[src/rtl/led_arbiter_pkg.sv]
// Shared definitions for the LED arbiter.
//   state_t        : FSM state encoding (IDLE / ACTIVE / LINGER)
//   LED_OFF        : active-low RGB drive with every LED dark
//   COLOR_*_BIT    : bit positions of R, B and G inside a 3-bit color field
//   lowest_set()   : isolates the lowest set bit (highest-priority request)
//   color_to_led() : maps an active-high color to the active-low LED drive
package led_arbiter_pkg;

  localparam int NUM_REQ = 3;

  typedef enum logic [1:0] {
    ST_IDLE   = 2'd0,
    ST_ACTIVE = 2'd1,
    ST_LINGER = 2'd2
  } state_t;

  localparam logic [2:0] LED_OFF = 3'b111;

  localparam int COLOR_R_BIT = 0;
  localparam int COLOR_B_BIT = 1;
  localparam int COLOR_G_BIT = 2;

  // Two's-complement trick: v & -v keeps only the lowest set bit.
  function automatic logic [NUM_REQ-1:0] lowest_set(input logic [NUM_REQ-1:0] v);
    return v & (~v + NUM_REQ'(1));
  endfunction

  function automatic logic [2:0] color_to_led(input logic [2:0] c);
    logic [2:0] l;
    l              = LED_OFF;
    l[COLOR_R_BIT] = ~c[COLOR_R_BIT];
    l[COLOR_B_BIT] = ~c[COLOR_B_BIT];
    l[COLOR_G_BIT] = ~c[COLOR_G_BIT];
    return l;
  endfunction

endpackage

[src/rtl/led_arbiter_tick_gen.sv]
// Free-running timing prescaler.
//   clk   : system clock
//   rst_n : asynchronous active-low reset
//   tick  : high for one cycle every TICK_CYCLES cycles (while the counter
//           sits at its terminal value, so it is sampled on the wrap edge)
module tick_gen #(
  parameter int TICK_CYCLES = 270000
) (
  input  logic clk,
  input  logic rst_n,
  output logic tick
);

  localparam int              CNT_W   = (TICK_CYCLES > 1) ? $clog2(TICK_CYCLES) : 1;
  localparam logic [CNT_W-1:0] CNT_MAX = CNT_W'(TICK_CYCLES - 1);

  logic [CNT_W-1:0] cnt_q;
  logic [CNT_W-1:0] cnt_d;

  always_comb begin
    if (cnt_q == CNT_MAX) begin
      cnt_d = '0;
    end else begin
      cnt_d = cnt_q + CNT_W'(1);
    end
  end

  always_ff @(posedge clk or negedge rst_n) begin
    if (!rst_n) begin
      cnt_q <= '0;
    end else begin
      cnt_q <= cnt_d;
    end
  end

  assign tick = (cnt_q == CNT_MAX);

endmodule

[src/rtl/led_arbiter.sv]
// Three-requester RGB LED arbiter with minimum display time and blinking.
//   sys_clk   : single clock
//   sys_rst_n : asynchronous active-low reset
//   req       : level requests, index 0 highest priority
//   req_color : color of requester i in [3i+2:3i] (bit0 R, bit1 B, bit2 G)
//   req_blink : blink enable of requester i
//   gnt       : registered one-hot grant, or zero
//   led       : registered active-low RGB drive
//   busy      : registered, high whenever the FSM is not IDLE
module led_arbiter
  import led_arbiter_pkg::*;
#(
  parameter int TICK_CYCLES = 270000,
  parameter int MIN_HOLD    = 50,
  parameter int BLINK_TICKS = 25
) (
  input  logic       sys_clk,
  input  logic       sys_rst_n,
  input  logic [2:0] req,
  input  logic [8:0] req_color,
  input  logic [2:0] req_blink,
  output logic [2:0] gnt,
  output logic [2:0] led,
  output logic       busy
);

  localparam logic [7:0] HOLD_LOAD  = 8'(MIN_HOLD);
  localparam logic [7:0] BLINK_LAST = 8'(BLINK_TICKS - 1);

  logic tick;

  state_t     state_q,     state_d;
  logic [2:0] gnt_q,       gnt_d;
  logic [2:0] color_q,     color_d;
  logic       blink_q,     blink_d;
  logic [7:0] hold_q,      hold_d;
  logic [7:0] blink_cnt_q, blink_cnt_d;
  logic       phase_q,     phase_d;
  logic [2:0] led_q,       led_d;
  logic       busy_q,      busy_d;
  logic       arm_q,       arm_d;

  logic       grant_evt;
  logic       any_req;
  logic       granted_live;
  logic       higher_req;
  logic [2:0] new_gnt;
  logic [2:0] new_color;

  tick_gen #(
    .TICK_CYCLES(TICK_CYCLES)
  ) u_tick_gen (
    .clk  (sys_clk),
    .rst_n(sys_rst_n),
    .tick (tick)
  );

  assign any_req      = |req;
  assign granted_live = |(req & gnt_q);
  // gnt_q - 1 turns a one-hot grant into a mask of all higher-priority slots.
  assign higher_req   = |(req & (gnt_q - 3'd1));
  assign new_gnt      = lowest_set(req);

  always_comb begin
    new_color = '0;
    for (int i = 0; i < NUM_REQ; i++) begin
      if (new_gnt[i]) begin
        new_color = req_color[3*i +: 3];
      end
    end
  end

  // arm_q blocks grants on the first edge after reset release.
  assign arm_d = 1'b1;

  // State register
  always_ff @(posedge sys_clk or negedge sys_rst_n) begin
    if (!sys_rst_n) begin
      state_q     <= ST_IDLE;
      gnt_q       <= '0;
      color_q     <= '0;
      blink_q     <= 1'b0;
      hold_q      <= '0;
      blink_cnt_q <= '0;
      phase_q     <= 1'b0;
      led_q       <= LED_OFF;
      busy_q      <= 1'b0;
      arm_q       <= 1'b0;
    end else begin
      state_q     <= state_d;
      gnt_q       <= gnt_d;
      color_q     <= color_d;
      blink_q     <= blink_d;
      hold_q      <= hold_d;
      blink_cnt_q <= blink_cnt_d;
      phase_q     <= phase_d;
      led_q       <= led_d;
      busy_q      <= busy_d;
      arm_q       <= arm_d;
    end
  end

  // Next-state logic
  always_comb begin
    state_d   = state_q;
    grant_evt = 1'b0;
    case (state_q)
      ST_IDLE: begin
        if (arm_q && any_req) begin
          state_d   = ST_ACTIVE;
          grant_evt = 1'b1;
        end
      end
      ST_ACTIVE: begin
        if ((hold_q == 8'd0) && (higher_req || !granted_live)) begin
          if (any_req) begin
            grant_evt = 1'b1;
          end else begin
            state_d = ST_IDLE;
          end
        end else if (!granted_live) begin
          // Hold time not yet served: keep showing the pattern without a grant.
          state_d = ST_LINGER;
        end
      end
      ST_LINGER: begin
        if (hold_q == 8'd0) begin
          if (any_req) begin
            state_d   = ST_ACTIVE;
            grant_evt = 1'b1;
          end else begin
            state_d = ST_IDLE;
          end
        end
      end
      default: begin
        state_d = ST_IDLE;
      end
    endcase
  end

  // Output and datapath logic; a grant load wins over a coincident tick.
  always_comb begin
    gnt_d       = gnt_q;
    color_d     = color_q;
    blink_d     = blink_q;
    hold_d      = hold_q;
    blink_cnt_d = blink_cnt_q;
    phase_d     = phase_q;
    if (grant_evt) begin
      gnt_d       = new_gnt;
      color_d     = new_color;
      blink_d     = |(req_blink & new_gnt);
      hold_d      = HOLD_LOAD;
      blink_cnt_d = '0;
      phase_d     = 1'b1;
    end else if (state_d == ST_IDLE) begin
      gnt_d       = '0;
      color_d     = '0;
      blink_d     = 1'b0;
      hold_d      = '0;
      blink_cnt_d = '0;
      phase_d     = 1'b0;
    end else begin
      if (state_d == ST_LINGER) begin
        gnt_d = '0;
      end
      if (tick) begin
        if (hold_q != 8'd0) begin
          hold_d = hold_q - 8'd1;
        end
        if (blink_q) begin
          if (blink_cnt_q == BLINK_LAST) begin
            blink_cnt_d = '0;
            phase_d     = ~phase_q;
          end else begin
            blink_cnt_d = blink_cnt_q + 8'd1;
          end
        end
      end
    end

    if (state_d == ST_IDLE) begin
      led_d = LED_OFF;
    end else if (phase_d || !blink_d) begin
      led_d = color_to_led(color_d);
    end else begin
      led_d = LED_OFF;
    end
    busy_d = (state_d != ST_IDLE);
  end

  assign gnt  = gnt_q;
  assign led  = led_q;
  assign busy = busy_q;

endmodule

[config.mk]
export PLATFORM = sky130hd
export DESIGN_NAME = led_arbiter
export DESIGN_NICKNAME = d
export VERILOG_FILES = /design/src/rtl/led_arbiter_pkg.sv /design/src/rtl/led_arbiter_tick_gen.sv /design/src/rtl/led_arbiter.sv
export SDC_FILE = /design/constraint.sdc
export NUM_CORES = 1
export LEC_CHECK = 0
export CAP_MARGIN = 20
export CORE_MARGIN = 2
export CORE_UTILIZATION = 50
export CTS_BUF_LIST = sky130_fd_sc_hd__clkbuf_16
export DETAILED_ROUTE_END_ITERATION = 10
export PLACE_DENSITY = 0.73
export REMOVE_ABC_BUFFERS = 1
export SLEW_MARGIN = 20
export SYNTH_ARGS = -nofsm -noshare
export SYNTH_HDL_FRONTEND = slang
export SYNTH_SLANG_ARGS = --single-unit
[constraint.sdc]
create_clock -name sys_clk -period 2.4 [get_ports sys_clk]
set_input_delay 0.36 -clock sys_clk [delete_from_list [all_inputs] [get_ports sys_clk]]
set_output_delay 0.36 -clock sys_clk [all_outputs]
set_load 0.01 [all_outputs]
==> flow_metrics.py <==
metrics = {
    "outcome": {
        "status": "finished, final reports clean",
    },
    "synthesis": {
        "number_of_synthesized_flops_with_an_enable_pin": 0,
        "synth_cells": 285,
        "async_reset_ff_frac": 1.00,
        "synth.distinct_cells": 54,
        "ffs_latches_synth": 50,
        "synth.yosys.warnings": 0,
        "ys_seq_area_frac": 0.447,
        "postSynthAreaPerCell_um2": 9.86,
        "synth_ff_type": "dfrtp_1",
        "netlist_area_before_placement_um2": 2810,
    },
    "final_layout": {
        "mostFrequentLayoutCell": "dfrtp_1",
        "finish.net_count": 360,
        "n_fill_cell": 464,
        "antennaDiodeCount": 0,
        "final_layout_size_suffix_gt1_frac": 0.165,
        "final_design_area_excluding_fillers_um2": 3430,
        "stdcell_count": 406,
        "mostFrequentLayoutCells": "dfrtp_1 (47), nor2_1 (27), buf_4 (26), clkdlybuf4s50_1 (22), nor3_1 (17)",
        "layout_area_growth_over_synthesis_pct": 21.9,
        "post-route-util": 0.626,
    },
    "critical_path": {
        "crit_fanout": 7,
        "regToRegStartpoint": "hold_q[0]$_DFFE_PN0P_",
        "timing.critical_path.required_ns": 2.60,
        "setup.worst_path.start": "hold_q[0]$_DFFE_PN0P_",
        "timing.critical_path.to_type": "register",
        "critPathArrivalTime_ns": 2.44,
        "worstSetupPathType": "register to register",
        "setup.worst_path.start_class": "register",
        "cpLargestDelayFamily": "simple AND/OR/NAND/NOR gates",
        "worst_path_max_delay_cell": "or3b_1",
        "cp_slowest_stage_delay_ns": 0.42,
        "crit_path_cell_trace": "inv_1 -> ha_1 -> or3b_1 -> o31ai_2 -> a211oi_2 -> o22ai_2 -> nand2b_1 -> buf_4 -> nor3_1",
        "timing.reg2reg.setup_slack_ns": 0.16,
        "cp_num_buf_inv": 2,
    },
    "pwr": {
        "leakagePower_nw": 1.47,
        "p_total_mw": 3.05,
        "vdd_drop_max_mv": 0.508,
        "power_per_unit_of_standard_cell_area_nw_per_um2": 891,
    },
    "die": {
        "die_area_um2": 6240,
        "floorplan.die.height_um": 79.0,
        "die_width_um": 79.0,
        "ios": 24,
        "initial_core_util": 0.513,
        "placementRows": 27,
        "core_area_um2": 5470,
    },
    "timing": {
        "slew_violations": 0,
        "hold_ws_ns": 0.00674,
        "timing.slew.headroom": 0.604,
        "worst_clock_skew_ns": 0.00613,
        "maxClockFrequency_mhz": 446,
        "finalSetupViolations": 0,
        "max_slew.worst_pin.slew_ns": 0.589,
        "rsz0062_at_grt": "no",
        "fin_crit_ns": 2.24,
        "finalHoldViolations": 0,
        "setup_tns_ns": 0,
        "final_min_period_over_clock_period": 0.934,
        "postLayoutSetupSlackWorst_ns": 0.158,
    },
    "drt": {
        "routed_via_density": 5.71,
        "drt_drc_violations_left": 0,
        "met2RoutedLength_um": 2950,
        "detail_route.iter0.violations": 76,
        "route.top_layer_used": "met4",
        "final_wirelength_um": 5870,
        "route.layer.met1.wl_um": 2560,
        "routedWlPerCell_um": 14.5,
        "routed-via-count": 2318,
        "dr.pass1.iters": 4,
        "antenna_left": 0,
        "wl_met3_um": 284,
    },
    "global_routing": {
        "grt_pass1_wl_um": 9940,
        "grt_start_max_net_pins": 31,
        "antenna_violations_before_repair": 0,
        "globalRouteOverflowTotal": 0,
        "first_global_vias": 2176,
        "grtUsageTotal": 0.201,
    },
    "clock_network": {
        "cts_buffer_depth": 2,
        "postCtsHoldBufs": 0,
        "clock-root-buffer": "clkbuf_16",
        "cts_made_buffers": 5,
        "htree_levels": 2,
        "clk_pin_slew_worst_paths_ns": 0.06,
        "cts_sinks": 50,
        "clk-insertion-delay-late_ns": 0.29,
        "cts_tree": "done",
        "cts_post_setup_buffers_inserted": 0,
    },
    "place": {
        "gp_congestion": 0.876,
        "dp_cells": 398,
        "detailed_place.area_um2": 3270,
        "preCtsSetupSlack_ns": -0.0826,
        "portBuffers": 23,
        "place.detailed.hpwl_um": 4390,
    },
    "flow_run": {
        "cap_violations": 0,
    },
    "min_path": {
        "min-delay-path-class": "primary input to async pin",
    },
}
-- registers in the layout, summed over array words and instances (netlist names) --
register and count:
color_q 3, blink_q 1, busy 1, gnt 3, u_tick_gen.cnt_q 19, arm_q 1
blink_cnt_q 8, led 3, phase_q 1, state_q 2, hold_q 8
-- cell type report --
cell class                      count  area [um2]  area share
Clock inverter                      3        18.8     0.00548
Inverter                           12        45.0      0.0131
Tap cell                           72        90.1      0.0263
Timing Repair Buffer               49         420       0.123
Clock buffer                        5         125      0.0365
Sequential cell                    50        1250       0.366
Multi-Input combinational cell    215        1470       0.430
-- synthesized netlist by cell type (all sizes together) (2+ instances only) --
| library cell | instances | area, um2 |
|---|---|---|
| ha | 10 | 125 |
| o21ai | 10 | 50.0 |
| a22oi | 4 | 30.0 |
| nand2 | 14 | 52.6 |
| o22ai | 2 | 18.8 |
| or3 | 8 | 55.1 |
| a21oi | 12 | 63.8 |
| a31o | 3 | 26.3 |
| nor4b | 3 | 26.3 |
| nand4 | 10 | 62.6 |
| xor2 | 16 | 140 |
| and2 | 3 | 18.8 |
| mux2i | 5 | 50.1 |
| inv | 12 | 45.0 |
| a22o | 4 | 35.0 |
| nand3 | 15 | 75.1 |
| nor2 | 29 | 116 |
| nand2b | 2 | 12.5 |
| dfrtp | 47 | 1180 |
| nor4 | 5 | 52.6 |
| and3 | 2 | 12.5 |
| clkbuf | 3 | 11.3 |
| nor2b | 6 | 37.5 |
| nor3b | 5 | 37.5 |
| xnor2 | 10 | 87.6 |
| nor3 | 20 | 111 |
| dfstp | 3 | 78.8 |
| a211oi | 4 | 40.0 |
| buf | 5 | 40.0 |
-- metal layers --
layer	vias to the layer above	track usage
met5	-	0
met4	0	0.0707
met3	7	0.0409
met2	62	0.347
met1	1126	0.250
li1	1123	-
-- repair_timing --
action                     4_1_cts  5_1_grt
setup endpoints to repair        0        5
hold endpoints to repair         0        0
resized for setup                0        3
-- power breakdown --
group          internal, mW  leakage (nW)  switching, mW  total [mW]
clock network         0.386        0.0740          0.305       0.691
logic                 0.594         0.739          0.689        1.28
registers             0.979         0.657          0.100        1.08
-- worst reg2reg max path: stages (launching register included) --
cell and delay (ns):
dfrtp_1 0.37, inv_1 0.09, ha_1 0.17, or3b_1 0.42
o31ai_2 0.25, a211oi_2 0.13, o22ai_2 0.18, nand2b_1 0.15
buf_4 0.19, nor3_1 0.20
-- final timing paths --
check / end / cells after the start
setup / recovery: hold_q[2]$_DFFE_PN0P_ / 9
hold / removal: state_q[0]$_DFF_PN0_ / 1
setup reg to reg: hold_q[2]$_DFFE_PN0P_ / 9
hold reg to reg: u_tick_gen.cnt_q[0]$_DFF_PN0_ / 1
max in group asynchronous: led[2]$_DFF_PN1_ / 2
min in group sys_clk: u_tick_gen.cnt_q[0]$_DFF_PN0_ / 1
-- logic make-up after synthesis --
kind of cell,share of synthesized area
buf+inv,0.0343
other cells,0.00133
flops,0.447
simple gates,0.256
xor+xnor,0.0810
fa+ha+maj,0.0445
mux,0.0178
compound gates,0.119
Power figures use the tool's default switching activity.
